--- src/rtl/serial_word_feeder_pkg.sv ---
// Shared types and helpers for the serial word feeder and its mod-3 tracker.
package feeder_pkg;

    typedef enum logic [1:0] {
        ST_IDLE    = 2'd0,
        ST_SHIFT   = 2'd1,
        ST_WAIT    = 2'd2,
        ST_CAPTURE = 2'd3
    } feeder_state_t;

    localparam int FEEDER_DEFAULT_WIDTH = 20;

    // Next remainder after appending one bit: (2r + b) mod 3, never yields 3.
    function automatic logic [1:0] mod3_step(input logic [1:0] r, input logic b);
        logic [1:0] n;
        case (r)
            2'd0:    n = {1'b0, b};
            2'd1:    n = b ? 2'd0 : 2'd2;
            2'd2:    n = b ? 2'd2 : 2'd1;
            default: n = 2'd0;
        endcase
        return n;
    endfunction

endpackage

--- src/rtl/serial_word_feeder_mod3_tracker.sv ---
// Running mod-3 remainder of an MSB-first bit stream, with synchronous clear.
module mod3_tracker
    import feeder_pkg::*;
(
    input  logic       clk,
    input  logic       rst_n,
    input  logic       i_clr,
    input  logic       i_en,
    input  logic       i_bit,
    output logic [1:0] o_rem
);

    logic [1:0] r_rem;

    always_ff @(posedge clk or negedge rst_n) begin
        if (!rst_n) begin
            r_rem <= 2'd0;
        end else if (i_clr) begin
            r_rem <= 2'd0;
        end else if (i_en) begin
            r_rem <= mod3_step(r_rem, i_bit);
        end
    end

    assign o_rem = r_rem;

endmodule

--- src/rtl/serial_word_feeder.sv ---
// Serialises a parallel word MSB-first to the mod-3 stage and cross-checks
// the downstream remainder against an internal tracker.
module serial_word_feeder
    import feeder_pkg::*;
#(
    parameter int WIDTH = FEEDER_DEFAULT_WIDTH
)
(
    input  logic             clk,
    input  logic             rst_n,
    input  logic [WIDTH-1:0] word_in,
    input  logic             word_valid,
    output logic             word_ready,
    output logic             data,
    output logic             data_valid,
    output logic             sof,
    output logic             eof,
    output logic             ds_clr,
    input  logic             div_in,
    input  logic [1:0]       rem_in,
    output logic             result_valid,
    output logic [1:0]       result_rem,
    output logic             result_div,
    output logic             mismatch
);

    localparam int CNT_W = $clog2(WIDTH);

    feeder_state_t    r_state;
    logic [WIDTH-1:0] r_sreg;
    logic [CNT_W-1:0] r_cnt;
    logic             r_ready;
    logic             r_data;
    logic             r_dvalid;
    logic             r_sof;
    logic             r_eof;
    logic             r_ds_clr;
    logic             r_rvalid;
    logic [1:0]       r_rrem;
    logic             r_rdiv;
    logic             r_mismatch;

    logic             w_accept;
    logic [1:0]       w_trk;

    // Ready is only ever high in IDLE or CAPTURE, so this is the handshake edge.
    assign w_accept = word_valid && r_ready;

    mod3_tracker u_trk (
        .clk   (clk),
        .rst_n (rst_n),
        .i_clr (w_accept),
        .i_en  (r_state == ST_SHIFT),
        .i_bit (r_data),
        .o_rem (w_trk)
    );

    // Shift register carries the bits still to be sent; data path needs no reset.
    always_ff @(posedge clk) begin
        if (w_accept) begin
            r_sreg <= word_in << 1;
        end else if (r_state == ST_SHIFT) begin
            r_sreg <= r_sreg << 1;
        end
    end

    always_ff @(posedge clk or negedge rst_n) begin
        if (!rst_n) begin
            r_state    <= ST_IDLE;
            r_cnt      <= '0;
            r_ready    <= 1'b0;
            r_data     <= 1'b0;
            r_dvalid   <= 1'b0;
            r_sof      <= 1'b0;
            r_eof      <= 1'b0;
            r_ds_clr   <= 1'b1;
            r_rvalid   <= 1'b0;
            r_rrem     <= 2'd0;
            r_rdiv     <= 1'b0;
            r_mismatch <= 1'b0;
        end else begin
            r_rvalid <= 1'b0;
            case (r_state)
                ST_IDLE, ST_CAPTURE: begin
                    if (w_accept) begin
                        r_state  <= ST_SHIFT;
                        r_ready  <= 1'b0;
                        r_ds_clr <= 1'b0;
                        r_data   <= word_in[WIDTH-1];
                        r_dvalid <= 1'b1;
                        r_sof    <= 1'b1;
                        r_eof    <= 1'b0;
                        r_cnt    <= CNT_W'(WIDTH - 1);
                    end else begin
                        r_state  <= ST_IDLE;
                        r_ready  <= 1'b1;
                        r_ds_clr <= 1'b1;
                    end
                end
                ST_SHIFT: begin
                    r_sof <= 1'b0;
                    if (r_cnt == '0) begin
                        r_state  <= ST_WAIT;
                        r_data   <= 1'b0;
                        r_dvalid <= 1'b0;
                        r_eof    <= 1'b0;
                    end else begin
                        r_data <= r_sreg[WIDTH-1];
                        r_eof  <= (r_cnt == CNT_W'(1));
                        r_cnt  <= r_cnt - CNT_W'(1);
                    end
                end
                ST_WAIT: begin
                    // Downstream took the LSB on the edge into WAIT; its result is stable now.
                    r_state    <= ST_CAPTURE;
                    r_rrem     <= rem_in;
                    r_rdiv     <= div_in;
                    r_mismatch <= (rem_in != w_trk) || (div_in != (w_trk == 2'd0));
                    r_rvalid   <= 1'b1;
                    r_ready    <= 1'b1;
                    r_ds_clr   <= 1'b1;
                end
                default: r_state <= ST_IDLE;
            endcase
        end
    end

    assign word_ready   = r_ready;
    assign data         = r_data;
    assign data_valid   = r_dvalid;
    assign sof          = r_sof;
    assign eof          = r_eof;
    assign ds_clr       = r_ds_clr;
    assign result_valid = r_rvalid;
    assign result_rem   = r_rrem;
    assign result_div   = r_rdiv;
    assign mismatch     = r_mismatch;

endmodule

--- config.mk ---
export PLATFORM = sky130hd
export DESIGN_NAME = serial_word_feeder
export DESIGN_NICKNAME = d
export VERILOG_FILES = /design/src/rtl/serial_word_feeder_pkg.sv /design/src/rtl/serial_word_feeder_mod3_tracker.sv /design/src/rtl/serial_word_feeder.sv
export SDC_FILE = /design/constraint.sdc
export NUM_CORES = 1
export LEC_CHECK = 0
export CAP_MARGIN = 20
export CORE_MARGIN = 2
export CORE_UTILIZATION = 50
export DETAILED_ROUTE_END_ITERATION = 7
export GPL_TIMING_DRIVEN = 0
export PLACE_DENSITY = 0.82
export SLEW_MARGIN = 20
export SYNTH_ARGS = -nofsm -noshare
export SYNTH_HDL_FRONTEND = slang
export SYNTH_SLANG_ARGS = --single-unit
--- constraint.sdc ---
create_clock -name clk -period 2.7 [get_ports clk]
set_input_delay 0.27 -clock clk [delete_from_list [all_inputs] [get_ports clk]]
set_output_delay 0.27 -clock clk [all_outputs]
set_load 0.02 [all_outputs]
==> implementation parameters <==
Parameter                              Value

STA
  Worst Clk Skew    9.07 ps
  Final Max Slew Viols    0
  Number of failing setup endpoints in the final timing report    0
  Shortest period the worst path allows    2290 ps
  Endpoints failing hold    0
  Least-Margin Pin Slew    837 ps
  Fin crit share    84.8%
  Final sum of negative setup slack    0 ps
  Remaining max-slew budget at the tightest pin    44.0%
  Fmax    437 MHz
  Setup repair after global routing missed its margin    no

CTS
  Number of clock buffers inserted by TritonCTS    5
  Number of buffers on the longest clock path    2
  Clock Latency Late Sink    340 ps
  Clk Tree Root Cell    clkbuf_4
  Total of hold buffers inserted after clock tree synthesis    0
  TritonCTS sink count    39
  Post-CTS setup buffer count    0
  Htree depth    2
  Post-cts sizing count    0
  Clock-pin slew of the registers on the worst-case setup and hold paths    110 ps
  CTS tree    done

Power and ir drop
  Power Total    2270 uW
  Highest ir drop seen on vdd    0.472 mV
  Total leakage power    0.000913 uW
  P per Cell Area    989 nW/um^2

Setup path
  Worst setup path category    flip-flop to flip-flop
  Required time worst endpoint    2670 ps
  Delay of the slowest cell on the worst path    690 ps
  Critical path depth    5
  Cells traversed along the worst timing path    inv_1 > ha_1 > clkbuf_1 > buf_2 > nand2b_1
  Crit Path Max Fanout    19
  Data arrival time of the critical path    2260 ps
  Worst reg2reg path depth    5
  Family of cells with the greatest summed delay on the critical path    simple AND/OR/NAND/NOR gates
  Crit path max-delay cell type    nand2b_1
  Critical path buffers and inverters    3
  Worst setup EP type    flip-flop
  Critical Path Source Type    flip-flop

Place
  Detailed-placement wirelength estimate    2400 um
  Number of port buffers    36
  Global placement routability congestion    0.835

Logic synthesis
  Most numerous cell types in the synthesized netlist    mux2_2 (21), dfrtp_1 (19), edfxtp_1 (19)
  Seq/Total Area, Yosys    59.0%
  Synth top area cells    edfxtp_1 (31%), dfrtp_1 (26%), mux2_2 (13%)
  Area share of the largest cell type after synthesis    31.4%
  Number of synthesized flops with an enable pin    19
  Dominant cell type by area after synthesis    edfxtp_1
  Mapped Cells    145
  Top flip-flop cell by instance count after synthesis    edfxtp_1
  Register bit total from synthesis    39
  Cell with the most instances after synthesis    mux2_2
  Avg Cell Area, Syn    12.5 um^2
  Yosys warnings    0
  Post-Syn Area    1820 um^2
  Async set or reset register ratio after synthesis    51.3%
  Yosys cell types    35
  Syn nets    176

Outcome
  Run status    finished, final reports clean

Global routing
  Overall overflow remaining after global route    0
  Largest net degree at the start of global routing    21
  Antenna violations before repair    0
  Global-route usage over all layers    17.5%
  Number of global-route vias before repair    1,229
  First-pass GRT wire length    5450 um

Finish
  Number of nets in the final layout    219
  Diode insertion count for antenna repair    0
  Share of cells above drive strength 1    18.5%
  Layout Area Growth over Synthesis    26.2%

Detailed routing
  Antenna violation net count after detailed routing    0
  Post-detailed-routing wire length    3270 um
  Total number of vias    1,252
  Drt first pass iters    4
  Via density per instance    5.33
  DRC errors left    0
  Routed length per instance    13.9 um
  Number of design-rule violations left by the first detailed-router iteration    88

Die
  Die ar.    4130 um^2
  Die Width    64.3 um
  Number of top-level design ports    37
  Die height    64.3 um
  Starting density of the core    53.2%
  Number of placement rows    21
  Core area    3420 um^2

Job
  Max-Cap Viols    0

Hold path
  Worst hold path type    input pin to asynchronous set/reset pin
[cell usage in the layout (no fill, tap or decap), types with 2 or more instances in the layout]
| cell | instances |
|---|---|
| clkdlybuf4s50_1 | 36 |
| mux2_2 | 21 |
| dfrtp_1 | 19 |
| edfxtp_1 | 19 |
| o21ai_0 | 12 |
| inv_1 | 9 |
| a21oi_1 | 9 |
| nor2_1 | 8 |
| nand2_1 | 5 |
| ha_1 | 5 |
| clkbuf_4 | 5 |
| clkbuf_1 | 4 |
| buf_2 | 4 |
| nand3_1 | 3 |
| nand2b_1 | 2 |
| a31oi_1 | 2 |
| mux2i_1 | 2 |
| nor3_1 | 2 |
| nor2b_1 | 2 |
[final timing paths]
check	start	to	slack (ps)
min in group clk	ds_clr$_DFFE_PN1P_	ds_clr$_DFFE_PN1P_	470
hold / removal	rst_n	eof$_DFFE_PN0P_	390
hold reg to reg	ds_clr$_DFFE_PN1P_	ds_clr$_DFFE_PN1P_	470
setup / recovery	r_state[1]$_DFFE_PN0P_	r_sreg[16]$_DFFE_PP_	410
setup reg to reg	r_state[1]$_DFFE_PN0P_	r_sreg[16]$_DFFE_PP_	410
max in group asynchronous	rst_n	data_valid$_DFFE_PN0P_	1790
[per-stage QoR]
step | instances | cell area (um^2) | setup slack (ps) | util, % | hold WS (ps)
finish | 235 | 2290 | 409 | 67.1 | 393
global route | 235 | 2290 | 238 | 67.1 | 473
CTS | 235 | 2290 | 391 | 67.1 | 431
detailed placement | 227 | 2230 | 392 | 65.4 | 456
global placement | 227 | 2230 | 463 | 65.4 | 453
floorplan | 145 | 1820 | 775 | - | -25.6
[routing by layer]
layer	GRT usage, %	wire length [um]
met5	0	0
met4	7.71	21
met1	20.3	1360
met3	5.46	199
met2	29.6	1690
[worst reg2reg max path, delay by kind of cell, from the launching register on]
family | cells | cell delay [ps]
buf+inv | 3 | 680
flops | 1 | 420
fa+ha+maj | 1 | 140
simple gates | 1 | 690
[flip-flops by register name, summed over array words and instances (netlist names)]
| name | flops |
|---|---|
| data | 1 |
| data_valid | 1 |
| ds_clr | 1 |
| eof | 1 |
| mismatch | 1 |
| r_cnt | 5 |
| r_sreg | 19 |
| r_state | 2 |
| result_div | 1 |
| result_rem | 2 |
| result_valid | 1 |
| sof | 1 |
| u_trk.o_rem | 2 |
| word_ready | 1 |
[cell families (layout without fill, tap and decap cells)]
family / count (synthesis) / count (layout) / synth area share, %
DFF: 39 / 39 / 59.0
AOI/OAI and AO/OA: 32 / 32 / 10.8
buffers and inverters: 16 / 60 / 3.58
and+or+nand+nor: 29 / 29 / 8.54
xor gates and xnor gates: 1 / 1 / 0.482
muxes: 23 / 23 / 14.1
adders and majority gates: 5 / 5 / 3.44
[area by class of cell]
class	count	area [um^2]
fillers	263	1120
flip-flops and latches	39	1070
multi-input cells	90	679
repair buffers	36	360
well taps	46	57.6
clock buffers	7	55.1
inverters	9	33.8
plain buffers	7	31.3
clock inverters	1	3.75
[report_power, final]
part | switching [uW] | leakage (uW) | internal, uW
sequential | 117 | 0.000418 | 918
combinational | 491 | 0.000462 | 436
clock | 180 | 0.0000329 | 125
total | 788 | 0.000913 | 1480
No activity file was read; power rests on OpenSTA's default activity.
